--- src/rtl/i2c_pkg.sv ---
`default_nettype none
// +----------------------------------------------------------------------+
// | Package : i2c_pkg                                                    |
// | Brief   : Shared widths, default table depth and sequencer state     |
// |           encoding for the I2C init-sequencer slice.                 |
// | Rev     : 1.0                                                        |
// +----------------------------------------------------------------------+
package i2c_pkg;

  localparam int I2C_ADDR_W       = 7;
  localparam int I2C_DATA_W       = 8;
  localparam int NUM_CMDS_DEFAULT = 6;

  typedef enum logic [3:0] {
    ST_IDLE      = 4'd0,
    ST_LOAD      = 4'd1,
    ST_ISSUE     = 4'd2,
    ST_WAIT_BUSY = 4'd3,
    ST_WAIT_DONE = 4'd4,
    ST_DELAY     = 4'd5,
    ST_NEXT      = 4'd6,
    ST_FINISH    = 4'd7,
    ST_FAIL      = 4'd8
  } seq_state_e;

endpackage
`default_nettype wire

--- src/rtl/i2c_init_sequencer.sv ---
`default_nettype none
// +----------------------------------------------------------------------+
// | Module  : i2c_init_sequencer                                         |
// | Brief   : Walks an external command table and issues one single-     |
// |           write transaction per entry to an I2C master, with per-    |
// |           entry settle delay and handshake timeouts.                 |
// | Rev     : 1.0                                                        |
// +----------------------------------------------------------------------+
module i2c_init_sequencer
  import i2c_pkg::*;
#(
  parameter int NUM_CMDS = NUM_CMDS_DEFAULT,
  parameter int DELAY_W  = 16,
  parameter int TIMEOUT  = 1024
) (
  input  logic                  clk,
  input  logic                  reset,
  input  logic                  go,
  output logic [7:0]            cmd_idx,
  input  logic [I2C_ADDR_W-1:0] cmd_addr,
  input  logic [I2C_DATA_W-1:0] cmd_data,
  input  logic [DELAY_W-1:0]    cmd_delay,
  output logic                  master_start,
  output logic [I2C_ADDR_W-1:0] master_addr,
  output logic [I2C_DATA_W-1:0] master_data,
  input  logic                  master_ready,
  output logic                  busy,
  output logic                  done,
  output logic                  error
);

  localparam int                 TIMER_W     = $clog2(TIMEOUT) + 1;
  localparam logic [TIMER_W-1:0] TIMER_LIMIT = TIMER_W'(TIMEOUT - 1);
  localparam logic [TIMER_W-1:0] TIMER_ONE   = TIMER_W'(1);
  localparam logic [7:0]         LAST_IDX    = 8'(NUM_CMDS - 1);
  localparam logic [DELAY_W-1:0] DELAY_ONE   = DELAY_W'(1);

  seq_state_e             state_q;
  logic [7:0]             idx_q;
  logic                   start_q;
  logic [I2C_ADDR_W-1:0]  addr_q;
  logic [I2C_DATA_W-1:0]  data_q;
  logic                   busy_q;
  logic                   done_q;
  logic                   error_q;
  logic [TIMER_W-1:0]     timer_q;
  logic [TIMER_W-1:0]     timer_d;
  logic [DELAY_W-1:0]     delay_q;

  // Incremented wait timer; a wait state aborts once this reaches the limit
  assign timer_d = timer_q + TIMER_ONE;

  // Sequencer FSM; every output is a flop so the master sees clean controls
  always_ff @(posedge clk or negedge reset) begin
    if (!reset) begin
      state_q <= ST_IDLE;
      idx_q   <= '0;
      start_q <= 1'b0;
      addr_q  <= '0;
      data_q  <= '0;
      busy_q  <= 1'b0;
      done_q  <= 1'b0;
      error_q <= 1'b0;
      timer_q <= '0;
      delay_q <= '0;
    end else begin
      case (state_q)
        ST_IDLE: begin
          if (go) begin
            idx_q   <= '0;
            busy_q  <= 1'b1;
            done_q  <= 1'b0;
            error_q <= 1'b0;
            state_q <= ST_LOAD;
          end
        end
        ST_LOAD: begin
          addr_q  <= cmd_addr;
          data_q  <= cmd_data;
          delay_q <= cmd_delay;
          state_q <= ST_ISSUE;
        end
        ST_ISSUE: begin
          // Only launch into an idle master; no timeout while it stays busy
          if (master_ready) begin
            start_q <= 1'b1;
            timer_q <= '0;
            state_q <= ST_WAIT_BUSY;
          end
        end
        ST_WAIT_BUSY: begin
          start_q <= 1'b0;
          if (!master_ready) begin
            timer_q <= '0;
            state_q <= ST_WAIT_DONE;
          end else begin
            timer_q <= timer_d;
            if (timer_d == TIMER_LIMIT) begin
              state_q <= ST_FAIL;
            end
          end
        end
        ST_WAIT_DONE: begin
          if (master_ready) begin
            state_q <= (delay_q != '0) ? ST_DELAY : ST_NEXT;
          end else begin
            timer_q <= timer_d;
            if (timer_d == TIMER_LIMIT) begin
              state_q <= ST_FAIL;
            end
          end
        end
        ST_DELAY: begin
          // One cycle here per unit of delay, leaving on the count of one
          delay_q <= delay_q - DELAY_ONE;
          if (delay_q == DELAY_ONE) begin
            state_q <= ST_NEXT;
          end
        end
        ST_NEXT: begin
          if (idx_q == LAST_IDX) begin
            state_q <= ST_FINISH;
          end else begin
            idx_q   <= idx_q + 8'd1;
            state_q <= ST_LOAD;
          end
        end
        ST_FINISH: begin
          busy_q  <= 1'b0;
          done_q  <= 1'b1;
          state_q <= ST_IDLE;
        end
        ST_FAIL: begin
          // idx_q is left pointing at the entry that stalled
          busy_q  <= 1'b0;
          error_q <= 1'b1;
          state_q <= ST_IDLE;
        end
        default: begin
          state_q <= ST_IDLE;
        end
      endcase
    end
  end

  assign cmd_idx      = idx_q;
  assign master_start = start_q;
  assign master_addr  = addr_q;
  assign master_data  = data_q;
  assign busy         = busy_q;
  assign done         = done_q;
  assign error        = error_q;

endmodule
`default_nettype wire

--- config.mk ---
export PLATFORM = sky130hd
export DESIGN_NAME = i2c_init_sequencer
export DESIGN_NICKNAME = d
export VERILOG_FILES = /design/src/rtl/i2c_pkg.sv /design/src/rtl/i2c_init_sequencer.sv
export SDC_FILE = /design/constraint.sdc
export NUM_CORES = 1
export LEC_CHECK = 0
export CAP_MARGIN = 20
export CORE_UTILIZATION = 35
export DETAILED_ROUTE_END_ITERATION = 7
export PLACE_DENSITY = 0.64
export SYNTH_ARGS = -nofsm -noshare
export SYNTH_HDL_FRONTEND = slang
export SYNTH_SLANG_ARGS = --single-unit
export TNS_END_PERCENT = 100
--- constraint.sdc ---
create_clock -name clk -period 4.5 [get_ports clk]
set_input_delay 0.9 -clock clk [delete_from_list [all_inputs] [get_ports clk]]
set_output_delay 0.9 -clock clk [all_outputs]
set_load 0.01 [all_outputs]
# After elaboration in Yosys (flattened, before gate mapping)
# Index checks and enable logic that the tools add are counted.
op_classes:
  n_reduce_logical: 17
  eq_ne: 16
  mux: 24
  addsub: 3
op_table:
  columns: ["cell", "n"]
  rows:
  - ["2-to-1 mux 11 bit", 3]
  - ["case mux 11 bit (3 select lines)", 1]
  - ["case mux 16 bit (2 select lines)", 1]
  - ["case mux 4 bit (7 select lines)", 1]
  - ["2-to-1 mux 4 bit", 6]
  - ["== test 16 x 1 -> 1 bit (second input constant)", 1]
  - ["== test 4 x 3 -> 1 bit (second input constant)", 4]
  - ["2-to-1 mux 8 bit", 2]
  - ["case mux 8 bit (2 select lines)", 1]
  - ["nonzero test 16 bit", 1]
  - ["subtractor 16 x 1 -> 16 bit (second input constant)", 1]
  - ["nonzero test 2 bit", 6]
  - ["adder 11 x 1 -> 11 bit (second input constant)", 1]
  - ["== test 11 x 10 -> 1 bit (second input constant)", 1]
  - ["!= test 2 bit (second input constant)", 5]
  - ["AND reduction 3 bit", 3]
  - ["adder 8 x 1 -> 8 bit (second input constant)", 1]
  - ["== test 4 x 2 -> 1 bit (second input constant)", 2]
  - ["== test 8 x 3 -> 1 bit (second input constant)", 1]
  - ["case mux 1 bit (2 select lines)", 4]
  - ["AND reduction 2 bit", 4]
  - ["== test 4 x 1 -> 1 bit (second input constant)", 1]
  - ["== test 4 bit (second input constant)", 1]
  - ["logical NOT 4 bit", 1]
  - ["5 further kinds", 7]
word_totals:
  ff_bits: 58
  out_inout_bits: 27
  elab_cells: 70

# Depth between registers and ports, before layout
logic_depth:
  depth_word: 5
  ltp_mapped: 7

# Worst setup path after synthesis
# No wires, ideal clock.
synth_path:
  path_type: "input to register"
  start: "input port master_ready"
  end: "register timer_q[5]"
  required_time_ps: 4390
  arrival_time_ps: 2083
  setup_time_ps: 110
  cell_stages: 4
  path_buffers: 1
  setup_slack_ps: 2307
  cell_sequence: "or4b_4 -> a21o_1 -> buf_6 -> o41ai_1"
synth_via:
  elab_chain_len: 2
  elab_cells_between_ends: 5
synth_rtl:
  columns: ["element", "line", "text"]
  rows:
  - ["from (decl)", "i2c_init_sequencer.sv:26", "input logic master_ready,"]
  - ["2-to-1 mux 11 bit or != test 2 bit (tied branches)", null, null]
  - ["case mux 11 bit (3 select lines) or AND reduction 3 bit (tied branches)", null, null]
  - ["to (signal assigned)", "i2c_init_sequencer.sv:97", "timer_q <= timer_d;"]
  - ["to (signal assigned)", "i2c_init_sequencer.sv:107", "timer_q <= timer_d;"]
  - ["to (decl)", "i2c_init_sequencer.sv:46", "logic [TIMER_W-1:0] timer_q;"]
# Several ways; a longest one is shown, not always the timed one.
# A chain may end at the register's enable or synchronous reset.

# Worst setup path after layout
layout_path:
  start: "input port master_ready"
  end: "register timer_q[6]"
# Same word-level chain as after synthesis.

==> key figures <==
Clock tree
  • Worst skew pair latency: approximately 340 ps
  • H-Tree Depth: 3
  • Hold_buf cts: 0
  • CTS sink cnt: between 50 and 60
  • CTS clk-pin slew, worst paths: around 70 ps
  • CTS tree: yes
  • Clock Root Buffer: clkbuf_8
  • Max Buffers Root-to-Sink: 2
  • CTS-repair resized insts: 0
  • CTS buffer count: 9
  • Post-CTS setup buffers: 0

Yosys
  • Number of synthesized flops with an enable pin: 0
  • Unique masters post-synth: 60
  • Sequential area share after synthesis: 44.27%
  • Top FF cell, synth: dfrtp_1
  • Post-synth top area cell: dfrtp_1
  • Synth top area cells: dfrtp_1 (44%), mux2_2 (5.5%), o21ai_0 (5.0%)
  • Top-area cell type share of the netlist area: 44.27%
  • Mapped cell area: 3278 sq um
  • Async SR Flop Fraction: between 90% and 100%
  • Post-Syn Instances: 352
  • Syn Area/Cell: about 9.3 sq um
  • Syn nets: around 390
  • Flops & latches, synth: between 50 and 60
  • Synth warn: 0

Critical path
  • Worst Setup EP: timer_q[6]
  • Largest fanout on the critical path: 15
  • WS Path Type: in2reg
  • R2R Path Start: state_q[2]
  • Reg-to-Reg End: timer_q[6]
  • Crit path launch type: input pin
  • Setup crit start: master_ready
  • Crit path capture type: flop
  • CP Data Required Time: ~4700 ps
  • R2R depth: 3
  • Arr. time, crit path: around 2800 ps
  • R2r setup slk: between 2000 and 2500 ps

Power and ir drop
  • Leak: around 1.7 nW
  • Peak supply drop: 0.1558 mV
  • PwrDens: 255.0 nW/um^2

Run status
  • Status: finished clean

Route
  • DRT Pass-1 Iters: 4
  • Vias: 2880
  • Drt total wl: between 7000 and 8000 microns
  • DR iter-0 viols: ~190
  • Wirelength per Cell: between 15 and 20 microns
  • DRC Markers: 0
  • Vias per std cell: around 5.5
  • Routed Antenna Nets: 0

STA
  • Slew at the pin closest to its max-slew limit: ~930 ps
  • Worst clock skew: approximately 8.1 ps
  • Final Cycle Share: 57.52%
  • Setup TNS: 0 ps
  • Slew HR: a little under two fifths
  • Fin. max-slew vios: 0
  • Fmax: about 0.39 GHz
  • Final hold slack: about 490 ps
  • Final Hold Fails: 0
  • Number of setup violations in the final report: 0
  • RSZ-0062 raised after global routing: false
  • Post-layout minimum cycle time: approximately 2600 ps

Floorplanning
  • Initial Util: a little under two fifths
  • Die Ht: about 99 microns
  • Die ar.: 9757 sq um
  • # IOs: 62
  • Core area: 8891 sq um
  • Die Width: 98.78 microns
  • FP Rows: 34

Layout
  • Fin nets: 450
  • Layout cells sized above 1: just over 10%
  • Design area: approximately 4100 sq um
  • Antenna Cells: 0
  • Number of fillers in the final layout: 850
  • Final Core Density: a little under half
  • Area added between synthesis and finish: 26.37%

Placed design
  • IO Port Bufs: 61
  • Final GP Congestion: just under 0.9
  • Placed standard-cell area: ~4000 sq um
  • Dpl hpwl: 5439 microns

GRT
  • Number of global-route vias before repair: between 2000 and 3000
  • Initial antenna violation count: 0
  • Total GRT Usage: approximately 17%
  • Total gr overflow: 0
  • Largest net degree at the start of global routing: 36
  • First-pass GRT wire length: roughly 13000 microns

Min path
  • Hold Crit Class: reg2reg
  • HP Start: error

Flow run
  • Total of max-cap violations: 0
## layout by cell type (no fill, tap or decap), types with 3 or more instances in the layout
cell,netlist,layout
xor2_1,4,4
a221o_1,3,3
and3_1,4,4
inv_1,9,9
a31oi_1,3,3
dfrtp_1,58,58
clkbuf_1,8,3
nor3_1,8,8
o21ai_0,33,33
nor4_1,6,6
or3_1,3,3
o41ai_1,5,5
nand2b_1,6,6
and2_1,3,3
ha_1,6,6
a21oi_1,28,28
o22ai_1,5,5
nand2_1,39,39
clkdlybuf4s50_1,0,60
nand4_1,5,5
o211ai_1,4,4
nor2b_1,4,4
o21a_1,3,3
nor2_1,26,26
clkbuf_8,0,11
o31ai_1,4,4
mux2_2,16,16
nand3_1,12,12
## registers in the layout, summed over array words and instances, names as in the netlist, 4 cells and up
signal / count
cmd_idx: 8
state_q: 4
master_data: 8
delay_q: 16
master_addr: 7
timer_q: 11
## per-stage QoR
| stage | setup WS (ps) | power (mW) | cells |
|---|---|---|---|
| after detailed placement | 1570 | 0.5750 | 506 |
| after global placement | 1673 | 0.5747 | 506 |
| final | 1912 | 1.056 | 522 |
| after CTS | 1920 | 1.074 | 522 |
| after global routing | 1766 | 1.092 | 522 |
| after floorplan | 2307 | 0.5323 | 352 |
## worst min-delay path by stage
stage	endpoint	slack (ps)	depth (start not counted)
after detailed placement	error	480	2
after CTS	error	500	2
after global placement	error	470	2
after floorplan	timer_q[7]	490	2
final	error	490	2
after global routing	master_addr[4]	520	1
## logic make-up (layout without fill, tap and decap cells)
| group | after synthesis | count (layout) | share of synthesized area, % |
|---|---|---|---|
| mux | 17 | 17 | 5.801 |
| flops | 58 | 58 | 44.27 |
| xor+xnor | 5 | 5 | 1.336 |
| buf+inv | 26 | 88 | 3.740 |
| simple gates | 132 | 132 | 21.15 |
| compound gates | 108 | 108 | 21.41 |
| fa+ha+maj | 6 | 6 | 2.290 |
## critical path: stages
cell and delay, ps:
clkdlybuf4s50_1 540, or4b_4 600, a21o_1 340, o41ai_1 420
## report_power, final
part	total, mW	internal (mW)	switching (mW)
Clock	0.492	0.286	0.206
Combinational	0.0428	0.0265	0.0163
Sequential	0.521	0.521	0
Total	1.06	0.834	0.222
## final cells by class
cell class                 count  area (sq um)  share of cell area [%]
multi-input combinational    268          1704                   41.14
clock inverter                 2         35.03                  0.8457
sequential                    58          1451                   35.03
tap                          108         135.1                   3.262
timing repair buffer          63         620.6                   14.98
clock buffer                  14         162.7                   3.926
inverter                       9         33.78                  0.8155
## Yosys cell counts (all sizes together) (2+ instances only)
cell type	count
o31ai	4
inv	9
a2bb2oi	2
mux2	16
o41ai	5
clkbuf	8
o211ai	4
nor2b	4
nand3	12
xor2	4
nor3	8
nor4	7
nand2	39
nand4	5
ha	6
a31o	2
o21ai	33
or4b	2
nor2	27
buf	9
dfrtp	58
o21bai	2
a22oi	2
nand2b	6
a21oi	28
nand4b	2
and2	3
a31oi	3
o22ai	5
a2111oi	2
or3	3
o21a	3
nor3b	2
and4	2
and3	4
a221o	3
nand3b	2
## layer usage
metal  share of wire, %  up-vias  GRT usage (%)  routed length, microns
li1                   -     1415              -                       -
met1                 48     1399          22.54                    3761
met2                 47       57          27.49                    3680
met3                4.2        9          4.965                     326
met4                1.1        0          4.018                      85
met5                  0        -              0                       0
(Power assumes the default switching activity.)
